## src/rtl/menu_mode_fsm.sv

```systemverilog
// menu_mode_fsm: top-level mode selector for the human-benchmark console.
// It picks which of NUM_MODES games owns the display and issues one-cycle
// start/abort pulses to the game blocks. A key press only arms a game, and
// the game launches when every key is released.
// Optional feature macro: MENU_IDLE_TIMEOUT_EN. When it is defined, a game
// left idle for TIMEOUT_CYCLES cycles is aborted as if iBack had been pressed.
module menu_mode_fsm #(
  parameter int NUM_MODES      = 2,
  parameter int MODE_W         = 4,
  parameter int TIMEOUT_CYCLES = 50_000_000
) (
  input  logic                 iClock,
  input  logic                 iResetn,
  input  logic [NUM_MODES-1:0] iSelect,
  input  logic                 iBack,
  input  logic                 iGameDone,
  output logic [MODE_W-1:0]    oMode,
  output logic                 oStart,
  output logic                 oAbort,
  output logic [MODE_W-1:0]    oLastMode,
  output logic [2:0]           oCurState
);

  typedef enum logic [2:0] {
    S_MENU     = 3'd0,
    S_ARMED    = 3'd1,
    S_RUN      = 3'd2,
    S_EXIT     = 3'd3,
    S_WAIT_REL = 3'd4
  } state_e;

  state_e            state_q;
  logic [MODE_W-1:0] mode_q;
  logic [MODE_W-1:0] last_mode_q;
  logic [MODE_W-1:0] pend_q;
  logic              start_q;
  logic              abort_q;

  logic              any_sel;
  logic [MODE_W-1:0] sel_mode;
  logic              timeout;

  assign any_sel = |iSelect;

  // Lowest-index pressed key mapped to its game number (key i -> game i+1).
  // NOTE: every signal assigned in always_comb gets a default first, so no latch is inferred.
  always_comb begin
    sel_mode = '0;
    for (int i = NUM_MODES - 1; i >= 0; i--) begin
      if (iSelect[i]) sel_mode = MODE_W'(i + 1);
    end
  end

`ifdef MENU_IDLE_TIMEOUT_EN
  localparam int                CNT_W    = $clog2(TIMEOUT_CYCLES + 1);
  localparam logic [CNT_W-1:0]  CNT_LAST = CNT_W'(TIMEOUT_CYCLES - 1);

  logic [CNT_W-1:0] idle_cnt_q;

  // The idle count reaches TIMEOUT_CYCLES on this edge: abort like iBack.
  assign timeout = (state_q == S_RUN) && (idle_cnt_q == CNT_LAST) && !any_sel && !iBack;

  // Count idle cycles while a game runs. The counter is zero outside RUN, so
  // entering RUN always starts the count from zero.
  always_ff @(posedge iClock or negedge iResetn) begin
    if (!iResetn) begin
      idle_cnt_q <= '0;
    end else if (state_q == S_RUN && !iGameDone && !iBack && !any_sel && !timeout) begin
      idle_cnt_q <= idle_cnt_q + 1'b1;
    end else begin
      idle_cnt_q <= '0;
    end
  end
`else
  assign timeout = 1'b0;
`endif

  // Mode FSM with registered outputs. The pulse outputs default low every cycle.
  // NOTE: sequential state uses non-blocking assignments so every register samples pre-edge values.
  always_ff @(posedge iClock or negedge iResetn) begin
    if (!iResetn) begin
      state_q     <= S_MENU;
      mode_q      <= '0;
      last_mode_q <= '0;
      pend_q      <= '0;
      start_q     <= 1'b0;
      abort_q     <= 1'b0;
    end else begin
      start_q <= 1'b0;
      abort_q <= 1'b0;
      case (state_q)
        S_MENU: begin
          if (any_sel) begin
            pend_q  <= sel_mode;
            state_q <= S_ARMED;
          end
        end
        S_ARMED: begin
          if (iBack) begin
            state_q <= S_WAIT_REL;
          end else if (!any_sel) begin
            state_q     <= S_RUN;
            mode_q      <= pend_q;
            last_mode_q <= pend_q;
            start_q     <= 1'b1;
          end
        end
        S_RUN: begin
          if (iGameDone) begin
            state_q <= S_EXIT;
          end else if (iBack || timeout) begin
            state_q <= S_EXIT;
            abort_q <= 1'b1;
          end
        end
        S_EXIT: begin
          mode_q  <= '0;
          state_q <= S_WAIT_REL;
        end
        S_WAIT_REL: begin
          if (!any_sel && !iBack) state_q <= S_MENU;
        end
        default: begin
          state_q <= S_MENU;
          mode_q  <= '0;
        end
      endcase
    end
  end

  assign oMode     = mode_q;
  assign oStart    = start_q;
  assign oAbort    = abort_q;
  assign oLastMode = last_mode_q;
  assign oCurState = state_q;

endmodule

```

## config.mk

```make
export PLATFORM = sky130hd
export DESIGN_NAME = menu_mode_fsm
export DESIGN_NICKNAME = d
export VERILOG_FILES = /design/src/rtl/menu_mode_fsm.sv
export SDC_FILE = /design/constraint.sdc
export NUM_CORES = 1
export LEC_CHECK = 0
export ABC_AREA = 1
export BUFFER_PORTS_ARGS = -buffer_cell sky130_fd_sc_hd__clkbuf_2
export CORE_AREA = 2 2 39 41
export CTS_CLUSTER_DIAMETER = 200
export DETAILED_ROUTE_END_ITERATION = 16
export DIE_AREA = 0 0 41 43
export GPL_TIMING_DRIVEN = 0
export HOLD_SLACK_MARGIN = 0.1
export PLACE_DENSITY = 0.68
export SLEW_MARGIN = 20
export SYNTH_ARGS = -nofsm -noshare
export SYNTH_HDL_FRONTEND = slang
export SYNTH_SLANG_ARGS = --single-unit
```

## constraint.sdc

```tcl
create_clock -name iClock -period 2.5 [get_ports iClock]
set_input_delay 0 -clock iClock [delete_from_list [all_inputs] [get_ports iClock]]
set_output_delay 0 -clock iClock [all_outputs]
set_load 0.02 [all_outputs]
```

Word-level counts from Yosys, hierarchy flattened
Index checks and enable logic that the tools add are counted.
{"block": "classes", "n_eq_ne": 10, "muxes": 18, "bitwise_logic": 3, "reduce_logical": 10}
{"cell": "2-to-1 mux 3 bit", "n": 6}
{"cell": "one-hot mux 3 bit (5 select lines)", "n": 1}
{"cell": "2-to-1 mux 4 bit", "n": 2}
{"cell": "!= test 2 bit (second input constant)", "n": 4}
{"cell": "one-hot mux 4 bit (2 select lines)", "n": 1}
{"cell": "equality test 3 x 2 -> 1 bit (second input constant)", "n": 2}
{"cell": "2-to-1 mux 1 bit", "n": 6}
{"cell": "!= test 3 bit (second input constant)", "n": 2}
{"cell": "AND reduction 3 bit", "n": 2}
{"cell": "2-to-1 mux 2 bit", "n": 2}
{"cell": "AND reduction 4 bit", "n": 1}
{"cell": "equality test 3 x 1 -> 1 bit (second input constant)", "n": 1}
{"cell": "equality test 3 bit (second input constant)", "n": 1}
{"cell": "zero test 3 bit", "n": 1}
{"cell": "NOT 1 bit", "n": 3}
{"cell": "OR reduction 3 bit", "n": 1}
{"cell": "zero test 1 bit", "n": 2}
{"cell": "AND reduction 2 bit", "n": 1}
{"cell": "OR reduction 2 bit", "n": 1}
{"cell": "logical AND 1 bit", "n": 1}
{"block": "word_totals", "register_bits": 17, "inputBits": 6, "wordCells": 47}

Longest topological paths before layout
{"block": "depth", "ltp_word": 5, "ltp_mapped": 7, "mapped_depth_nobuf": 7}

Worst setup path after synthesis
Ideal clock, no wire load.
{"block": "synth_timing", "kind": "reg2reg", "start": "register state_q[0], in the netlist oCurState[0]", "end": "register pend_q[0]", "setup_time_ns": 0.119, "t_arrival_ns": 1.014, "required_time_ns": 2.381, "setup_slack_ns": 1.367, "path_stages_with_launch": 6, "synth_period_minus_slack_ns": 1.133, "path_cell_list": "dfrtp_1 nor2_1 inv_1 nor2_2 nand2_1 o21a_1"}
{"block": "synth_between", "elab_chain_cells": 2}
{"item": "from (decl)", "line_no": "32", "source": "state_e state_q;"}
{"item": "from (signal assigned)", "line_no": "82", "source": "state_q <= S_MENU;"}
{"item": "from (signal assigned)", "line_no": "95", "source": "state_q <= S_ARMED;"}
{"item": "from (signal assigned)", "line_no": "100", "source": "state_q <= S_WAIT_REL;"}
{"item": "zero test 3 bit", "line_no": "91", "source": "case (state_q)"}
{"item": "AND reduction 2 bit (no source line)"}
{"item": "to (signal assigned)", "line_no": "94", "source": "pend_q <= sel_mode;"}
{"item": "to (decl)", "line_no": "35", "source": "logic [MODE_W-1:0] pend_q;"}
Every way passes these cells.
A chain may end at the register's enable or synchronous reset.

Worst setup path in the final report
{"block": "layout_timing", "start": "register state_q[2], in the netlist oCurState[2]", "end": "register abort_q, in the netlist oAbort"}
{"block": "layout_between", "elab_chain_cells": 2}
{"item": "equality test 3 x 2 -> 1 bit", "line_no": "91"}
{"item": "2-to-1 mux 1 bit", "line_no": "91"}
{"item": "to (signal assigned)", "line_no": "87", "source": "abort_q <= 1'b0;"}
{"item": "to (signal assigned)", "line_no": "90", "source": "abort_q <= 1'b0;"}
{"item": "to (signal assigned)", "line_no": "113", "source": "abort_q <= 1'b1;"}
{"item": "to (decl)", "line_no": "37", "source": "logic abort_q;"}
Every way passes these cells.

==> flow_summary.ini <==
[hold_path]
holdCritPathClass = input pin to flip-flop
whs_path_depth = 5
hold_end = oCurState[0]
min-delay-start = iSelect[1]

[setup_path]
cp.required_ns = 2.71
worstSetupPathType = flip-flop to flip-flop
cp_max_fo = 7
ff2ff_setup_slack_ns = 0.97
reg2reg_to = oAbort
setup.worst_path.start_class = flip-flop
end_kind = flip-flop
rr_worst_depth = 4
cp-startpoint = oCurState[2]
r2r-start = oCurState[2]
worst_ep_arrival_time_ns = 1.74

[clock_tree]
path_clk_slew_ns = 0.06
clock_path_buffers = 2
clock_sinks = 11
cts-root-buf = clkbuf_4
cts_tree = yes
htreeDepth = 1
worst_skew_pair.late_latency_ns = 0.27
post-cts-setup-buffers = 0
numCtsBuffers = 3
ctsResizeCount = 0

[pwr]
leakagePower_uw = 0.000419
powerDensity_nw_per_um2 = 1010
ir_drop_v = 0.000449

[sta]
slew_viol_final = 0
final-setup-viol-count = 0
rsz0062_at_grt = false
fin_worst_skew_ns = 0.00349
fmax_mhz = 654
period_share = 0.612
finalWorstSetupSlack_ns = 0.971
timing.final.crit_period_ns = 1.53
fin_setup_tns_ns = 0
hold_viol = 0

[synthesis]
synth_top_area_cell = dfrtp_1
syn_avg_cell_area_um2 = 8.31
synthArstFlopShare = 1.00
synth_area_um2 = 557
synth_top_area_frac = 0.494
yosys_warnings = 0
post-synth-top-count-cell = nand2_1
synthTopCellsByArea = dfrtp_1, nand2_1, nand3_1
synth_ff_type = dfrtp_1
synthCells = 67
synth_edf_count = 0
synth_seq_cells = 11
synth_cell_types = 16
yosys-top-cells-count = nand2_1, dfrtp_1, nand3_1
ys_seq_area_frac = 0.494

[global_routing]
antenna_found_initial = 0
grt_pass1_vias = 416
grt-ovfl-total = 0
grt_pass1_wl_um = 1750
grt_usage = 0.152
grt_max_degree = 12

[floorplan]
core_um2 = 1380
io_pins = 19
rows = 14
die_w_um = 41
die_area_um2 = 1760
initial_utilization = 0.402
die_h_um = 43

[placement]
pre_cts_slack_ns = 1.35
portBuffers = 14
dpl.hpwl_um = 859
place_congestion = 0.869

[finish]
area_growth_pct = 31.9
diodes = 0
n_fill_cell = 127
nNetsFinal = 100
layout-drive-gt1-share = 0.323
fin_util = 0.531

[route]
ant_nets = 0
vias = 502
vias_per_cell = 4.61
drt_iter0_markers = 9
wl_met1_um = 456
firstDrtPassIters = 4
avgRoutedWirePerCell_um = 10.1
route.detailed.drc = 0
dr_wl_met3_um = 53
dr_wl_met2_um = 540
wl_um = 1100
routed.top_layer = met4

[job]
cap_violations = 0

[outcome]
status = finished clean
==> cells in the final DEF (no fill, tap or decap), drive strengths merged <==
cell         instances
nor3                 1
dfrtp               11
nor2                 8
conb                 4
o21ai                3
clkbuf              18
nand2               20
o31ai                1
inv                  8
nand3                9
o21a                 1
buf                  4
dlygate4sd3          5
==> cells by family after synthesis <==
logic type      share of synthesized area
compound gates                     0.0539
flops                               0.494
simple gates                        0.337
buf+inv                             0.108
other cells                       0.00674
==> how the worst max path moves through the flow <==
stage / endpoint / slack [ns] / depth (start not counted)
2_1_floorplan: pend_q[0] / 1.37 / 5
3_3_place_gp: pend_q[0] / 1.39 / 5
3_5_place_dp: oCurState[1] / 1.35 / 6
4_1_cts: oAbort / 0.99 / 4
5_1_grt: oAbort / 0.93 / 4
6_report: oAbort / 0.97 / 4
==> final cells by class <==
type / count / area, µm² / area share
inverters: 8 / 30.0 / 0.0409
multi-input cells: 47 / 233 / 0.317
clock buffers: 4 / 26.3 / 0.0358
well taps: 16 / 20.0 / 0.0273
plain buffers: 4 / 30.0 / 0.0409
repair buffers: 19 / 120 / 0.164
flip-flops and latches: 11 / 275 / 0.375
==> flip-flops by register name, indices dropped and copies added (netlist names) <==
name and flops:
oLastMode 2, oStart 1, oCurState 3, pend_q 2, oMode 2, oAbort 1
==> power by group <==
| part | switching [µW] | leakage (µW) | total (µW) | internal [µW] |
|---|---|---|---|---|
| logic | 213 | 0.000261 | 328 | 116 |
| registers | 54.7 | 0.000143 | 292 | 237 |
| clock network | 59.5 | 0.0000150 | 121 | 61.9 |
| total | 327 | 0.000419 | 742 | 415 |
==> per-stage QoR <==
stage | hold slack [ns] | instance area [µm²] | total power (µW) | cells
after floorplan | -0.296 | 568 | 527 | 70
after global placement | -0.112 | 658 | 608 | 100
after detailed placement | -0.111 | 658 | 618 | 100
after CTS | 0.104 | 734 | 746 | 109
after global routing | 0.139 | 734 | 803 | 109
final | 0.101 | 734 | 742 | 109
==> layer usage <==
layer  track usage  vias up
li1              -      256
met1         0.182      218
met2         0.222       21
met3        0.0157        7
met4         0.140        0
met5             0        -
==> critical path: stages (launching register included) <==
cell and delay, ns:
dfrtp_1 0.48, nor2_2 0.18, nand2_1 0.11, nor3_1 0.13
dlygate4sd3_1 0.56
==> repair_timing <==
item,CTS,global route
hold buffers,5,0
hold endpoints to repair,16,0
setup endpoints to repair,0,0
Note: power is estimated with default switching activity, not from simulation.
